===== config.mk =====
export PLATFORM = sky130hd
export DESIGN_NAME = alu_multdiv
export DESIGN_NICKNAME = d
export VERILOG_FILES = /design/src/rtl/alu_multdiv.sv
export SDC_FILE = /design/constraint.sdc
export NUM_CORES = 1
export LEC_CHECK = 0
export ABC_AREA = 1
export BUFFER_PORTS_ARGS = -buffer_cell sky130_fd_sc_hd__buf_2
export CAP_MARGIN = 30
export CORE_ASPECT_RATIO = 0.9
export CORE_UTILIZATION = 31
export DETAILED_ROUTE_END_ITERATION = 10
export SETUP_SLACK_MARGIN = 0.5
export SLEW_MARGIN = 20
export SYNTH_ARGS = -nofsm -noshare
export SYNTH_HDL_FRONTEND = slang
export SYNTH_SLANG_ARGS = --single-unit

===== constraint.sdc =====
create_clock -name clock -period 5.2 [get_ports clock]
set_clock_uncertainty 0.1 [all_clocks]
set_input_delay 1.04 -clock clock [delete_from_list [all_inputs] [get_ports clock]]
set_output_delay 1.04 -clock clock [all_outputs]
set_load 0.01 [all_outputs]

===== src/rtl/alu_multdiv.sv =====
// Iterative signed multiply/divide: one bit per clock, registered result with a one-cycle ready pulse.
// Define ALU_MULTDIV_DIV_EN to build the restoring divider; otherwise a divide request reports divide-by-zero.
module alu_multdiv #(
  parameter int WIDTH = 32
) (
  input  logic             clock,
  input  logic             reset,
  input  logic             ctrl_MULT,
  input  logic             ctrl_DIV,
  input  logic [WIDTH-1:0] data_operandA,
  input  logic [WIDTH-1:0] data_operandB,
  output logic [WIDTH-1:0] data_result,
  output logic             data_exception,
  output logic             data_resultRDY,
  output logic             busy,
  output logic [1:0]       dbg_state_o
);

  localparam int CW = (WIDTH > 1) ? $clog2(WIDTH) : 1;

  typedef enum logic [1:0] {
    S_IDLE = 2'd0,
    S_RUN  = 2'd1,
    S_FIN  = 2'd2
  } state_e;

  // Handshake: ctrl_MULT/ctrl_DIV are accepted only on an edge where the unit is idle;
  // busy covers start edge to completion edge, data_resultRDY is a single-cycle valid.
  state_e             state_q, state_d;
  logic [CW-1:0]      cnt_q, cnt_d;
  logic [2*WIDTH-1:0] acc_q, acc_d;
  logic [WIDTH-1:0]   opnd_q, opnd_d;
  logic               neg_q, neg_d;
  logic               dz_q, dz_d;
  logic [WIDTH-1:0]   result_q, result_d;
  logic               exc_q, exc_d;
  logic               rdy_q, rdy_d;
`ifdef ALU_MULTDIV_DIV_EN
  logic               is_div_q, is_div_d;
  logic [WIDTH:0]     div_shift;
  logic [WIDTH+1:0]   div_diff;
  logic [WIDTH-1:0]   quo_s;
`endif

  logic [WIDTH-1:0]   mag_a, mag_b;
  logic [WIDTH:0]     mul_sum;
  logic [2*WIDTH-1:0] prod_s;
  logic               mul_ovf;

  always_comb begin
    mag_a   = data_operandA[WIDTH-1] ? (~data_operandA + 1'b1) : data_operandA;
    mag_b   = data_operandB[WIDTH-1] ? (~data_operandB + 1'b1) : data_operandB;
    mul_sum = {1'b0, acc_q[2*WIDTH-1:WIDTH]} + {1'b0, (acc_q[0] ? opnd_q : '0)};
    prod_s  = neg_q ? (~acc_q + 1'b1) : acc_q;
    // Product fits in WIDTH signed bits only if the top WIDTH+1 bits are a pure sign extension.
    mul_ovf = !((&prod_s[2*WIDTH-1:WIDTH-1]) || ~(|prod_s[2*WIDTH-1:WIDTH-1]));
`ifdef ALU_MULTDIV_DIV_EN
    div_shift = {acc_q[2*WIDTH-1:WIDTH], acc_q[WIDTH-1]};
    div_diff  = {1'b0, div_shift} - {2'b00, opnd_q};
    quo_s     = neg_q ? (~acc_q[WIDTH-1:0] + 1'b1) : acc_q[WIDTH-1:0];
`endif
  end

  always_comb begin
    state_d  = state_q;
    cnt_d    = cnt_q;
    acc_d    = acc_q;
    opnd_d   = opnd_q;
    neg_d    = neg_q;
    dz_d     = dz_q;
    result_d = result_q;
    exc_d    = exc_q;
    rdy_d    = 1'b0;
`ifdef ALU_MULTDIV_DIV_EN
    is_div_d = is_div_q;
`endif
    unique case (state_q)
      S_IDLE: begin
        if (ctrl_MULT) begin
          opnd_d  = mag_a;
          acc_d   = {{WIDTH{1'b0}}, mag_b};
          neg_d   = data_operandA[WIDTH-1] ^ data_operandB[WIDTH-1];
          dz_d    = 1'b0;
          cnt_d   = '0;
          state_d = S_RUN;
`ifdef ALU_MULTDIV_DIV_EN
          is_div_d = 1'b0;
`endif
        end else if (ctrl_DIV) begin
`ifdef ALU_MULTDIV_DIV_EN
          opnd_d   = mag_b;
          acc_d    = {{WIDTH{1'b0}}, mag_a};
          neg_d    = data_operandA[WIDTH-1] ^ data_operandB[WIDTH-1];
          is_div_d = 1'b1;
          dz_d     = (data_operandB == '0);
          cnt_d    = '0;
          state_d  = (data_operandB == '0) ? S_FIN : S_RUN;
`else
          dz_d    = 1'b1;
          state_d = S_FIN;
`endif
        end
      end
      S_RUN: begin
`ifdef ALU_MULTDIV_DIV_EN
        if (is_div_q) begin
          // Restoring step: keep the trial subtraction only when it did not borrow.
          if (!div_diff[WIDTH+1]) acc_d = {div_diff[WIDTH-1:0], acc_q[WIDTH-2:0], 1'b1};
          else                    acc_d = {div_shift[WIDTH-1:0], acc_q[WIDTH-2:0], 1'b0};
        end else begin
          acc_d = {mul_sum, acc_q[WIDTH-1:1]};
        end
`else
        acc_d = {mul_sum, acc_q[WIDTH-1:1]};
`endif
        cnt_d = cnt_q + CW'(1);
        if (cnt_q == CW'(WIDTH-1)) state_d = S_FIN;
      end
      S_FIN: begin
        rdy_d   = 1'b1;
        state_d = S_IDLE;
        if (dz_q) begin
          result_d = '0;
          exc_d    = 1'b1;
`ifdef ALU_MULTDIV_DIV_EN
        end else if (is_div_q) begin
          // Only MIN / -1 yields a positive quotient with the top magnitude bit set.
          result_d = quo_s;
          exc_d    = !neg_q && acc_q[WIDTH-1];
`endif
        end else begin
          result_d = prod_s[WIDTH-1:0];
          exc_d    = mul_ovf;
        end
      end
      default: state_d = S_IDLE;
    endcase
  end

  always_ff @(posedge clock or negedge reset) begin
    if (!reset) begin
      state_q  <= S_IDLE;
      cnt_q    <= '0;
      acc_q    <= '0;
      opnd_q   <= '0;
      neg_q    <= 1'b0;
      dz_q     <= 1'b0;
      result_q <= '0;
      exc_q    <= 1'b0;
      rdy_q    <= 1'b0;
`ifdef ALU_MULTDIV_DIV_EN
      is_div_q <= 1'b0;
`endif
    end else begin
      state_q  <= state_d;
      cnt_q    <= cnt_d;
      acc_q    <= acc_d;
      opnd_q   <= opnd_d;
      neg_q    <= neg_d;
      dz_q     <= dz_d;
      result_q <= result_d;
      exc_q    <= exc_d;
      rdy_q    <= rdy_d;
`ifdef ALU_MULTDIV_DIV_EN
      is_div_q <= is_div_d;
`endif
    end
  end

  assign data_result    = result_q;
  assign data_exception = exc_q;
  assign data_resultRDY = rdy_q;
  assign busy           = (state_q != S_IDLE);
  assign dbg_state_o    = state_q;

endmodule


==> run_results.csv <==
group,metric,value,unit
run_status,status,"completed",
synth,syn_inst,1676,
synth,synth-compound-area-share,19.6,%
worst_hold_path,worstHoldPathType,"reg -> reg",
grt,grt_pass1_wl,59600,um
routing,wl_met1,18800,um
synth,syn_avg_cell_area,6.59,um2
sta,tightest_slew,0.694,ns
critical_path,worstSetupEndpointType,"flop",
final_layout,area_delta_synth_final,14.9,%
grt,antenna_found_initial,0,
clocking,cts_buffers,17,
synth,synth_fa_ha_area_share,4.37,%
placement,postPlaceCellArea,0.0120,mm2
routing,routedWlPerCell,16.8,um
die,initial_core_util,31.5,%
critical_path,path_common_cell,"nand2_1",
routing,wl_met3,2260,um
sta,hold_slack,0.386,ns
routing,drc,0,
synth,netlist_area,0.0111,mm2
sta,maxSlewHeadroom,53.6,%
routing,ant_nets,0,
critical_path,r2r_cells,18,
clocking,cts_root_buf,"clkbuf_16",
sta,rsz0062_at_grt,"no",
synth,async_reset_ff_share,100,%
die,fp.dieW,201,um
routing,drtIter0Drc,979,
die,die_area,0.0364,mm2
die,io_pins,105,
sta,setup_tns,0,ns
critical_path,cp.required,5.41,ns
final_layout,design_area,0.0127,mm2
critical_path,max_stage_delay,0.72,ns
die,die_h,181,um
synth,synthSimpleGateAreaFrac,30.8,%
synth,synthDistinctLibCells,52,
final_layout,seq_area,0.00348,mm2
final_layout,multiInputGateArea,0.00669,mm2
final_layout,num-fill-cells,3773,
clocking,post_cts_buffers,0,
grt,grt_usage,20.8,%
sta,finalHoldViolCount,0,
final_layout,layout_commonest_cell,"nand2_1",
synth,synth-seq-area-share,31.5,%
clocking,cts.sinks,139,
sta,min_period_over_period,60.2,%
power,ir_drop,274,uV
placement,dp.cells,2208,
synth,ys_ff_latch,139,
routing,drtPass1Iterations,8,
routing,vias,11500,
synth,synth_top_family_by_area,"simple AND/OR/NAND/NOR gates",
routing,vias_per_cell,5.11,
synth,synth-main-ff-cell,"dfrtp_1",
critical_path,cp_slowest_cell,"dfrtp_2",
final_layout,final_cell_mix,"nand2_1 (422), nor2_1 (228), o21ai_0 (202)",
routing,wl,37600,um
final_layout,fin_util,36.2,%
synth,ys_warn_count,0,
synth,synth_edf_count,0,
worst_hold_path,holdPathStages,2,
routing,top_layer,"met4",
placement,place.gp.congestion,0.938,
grt,grt_pass1_vias,10700,
clocking,cts.htree.levels,4,
clocking,clock_latency,0.43,ns
sta,drv_slew,0,
sta,fmax,319,MHz
clocking,hold_buffers,0,
clocking,cts_tree,"built",
clocking,clockBufferDepth,2,
final_layout,nets,1865,
synth,synth_nets,1782,
clocking,clkTransAtPathRegs,0.06,ns
final_layout,drive_above_1_share,10.9,%
synth,muxShareOfSynthArea,0,%
critical_path,critPathMaxFanout,33,
final_layout,finalNonFillerCells,2241,
placement,hpwlAfterDp,29800,um
power,leakagePower,6.19,nW
synth,synthXorXnorAreaFrac,5.79,%
sta,fin_crit,3.13,ns
critical_path,crit_path_cell_trace,"nand2_1 -> inv_1 -> ha_1 -> inv_1 -> fa_1 -> o21a_1 -> o21ai_1 -> nand2_1 -> nand2_1 -> nand3_1 -> nand2_1 -> nand2_1 -> nand2_1 -> nand2_1 -> nand2_1 -> a21oi_1 -> o21ai_0 -> nand2_1",
critical_path,crit_type,"reg -> reg",
clocking,ctsResizeCount,0,
critical_path,start_kind,"flop",
final_layout,diodes,0,
die,rows,65,
run,cap_viol_max_count,0,
routing,wl_met2,16000,um
grt,grt_max_degree,66,
power,power.density,595,mW/mm2
placement,io_buffers,104,
critical_path,cp.arrival,3.35,ns
sta,setup_viol,0,
die,core_area,0.0351,mm2
grt,overflow,0,
==> logic make-up (layout without fill, tap and decap cells) <==
| kind of cell | Yosys count | count (layout) |
|---|---|---|
| adder cells (fa/ha/maj) | 38 | 38 |
| AO/OA/AOI/OAI | 380 | 380 |
| buffers and inverters | 232 | 328 |
| flip-flops | 139 | 139 |
| XOR/XNOR | 73 | 73 |
| AND/OR/NAND/NOR | 814 | 814 |
==> worst paths after layout <==
path,slack (ns),from,to
max in group asynchronous,3.55,reset,acc_q[8]$_DFFE_PN0P_
worst max register to register,2.07,acc_q[0]$_DFFE_PN0P_,acc_q[55]$_DFFE_PN0P_
worst max-delay path,2.07,acc_q[0]$_DFFE_PN0P_,acc_q[55]$_DFFE_PN0P_
min in group asynchronous,0.47,reset,cnt_q[4]$_DFFE_PN0P_
worst min register to register,0.39,opnd_q[15]$_DFFE_PN0P_,opnd_q[15]$_DFFE_PN0P_
worst min-delay path,0.39,opnd_q[15]$_DFFE_PN0P_,opnd_q[15]$_DFFE_PN0P_
==> state kept, by name, summed over array words and instances (netlist names) <==
| signal | count |
|---|---|
| acc_q | 64 |
| data_exception | 1 |
| data_resultRDY | 1 |
| dbg_state_o | 2 |
| neg_q | 1 |
| dz_q | 1 |
| cnt_q | 5 |
| opnd_q | 32 |
| data_result | 32 |
==> routing by layer <==
layer | vias to the layer above | track usage [%]
met1 | 5350 | 31.5
met2 | 370 | 30.8
li1 | 5705 | -
met4 | 0 | 5.28
met3 | 33 | 2.45
met5 | - | 0
==> where the power goes <==
group          leakage (nW)  internal [mW]  total, mW  switching, mW
logic                  4.14           1.33       3.94           2.61
clock network         0.305          0.839       1.33          0.488
registers              1.75           1.58       2.29          0.711
==> worst max-delay path: cells and delay by family (launching register included) <==
kind,cells,cell delay [ns]
adder cells (fa/ha/maj),2,0.54
AND/OR/NAND/NOR,10,0.90
buffers and inverters,2,0.14
AO/OA/AOI/OAI,4,0.63
flip-flops,1,0.72
==> cell type report <==
cell class	instances	area share [%]
tap	469	4.62
sequential	139	27.4
timing repair buffer	116	4.96
clock inverter	11	1.31
multi-input combinational	1305	52.7
clock buffer	21	3.71
inverter	180	5.32
==> metrics by stage <==
stage	power (mW)	setup slack, ns
after floorplan	4.81	2.43
after global placement	6.12	1.79
after detailed placement	6.16	1.73
after CTS	7.52	1.73
after global routing	8.19	1.71
final	7.55	2.07
==> synthesized netlist by cell type (22+ instances only) <==
cell | instances | share of area, %
nand2_1 | 422 | 14
nor2_1 | 228 | 7.7
o21ai_0 | 202 | 9.1
inv_1 | 177 | 6.0
dfrtp_1 | 139 | 31
nand3_1 | 79 | 3.6
a21oi_1 | 73 | 3.3
xor2_1 | 51 | 4.0
clkbuf_1 | 45 | 1.5
ha_1 | 37 | 4.2
a22oi_1 | 28 | 1.9
xnor2_1 | 22 | 1.7
Power figures use the tool's default switching activity.
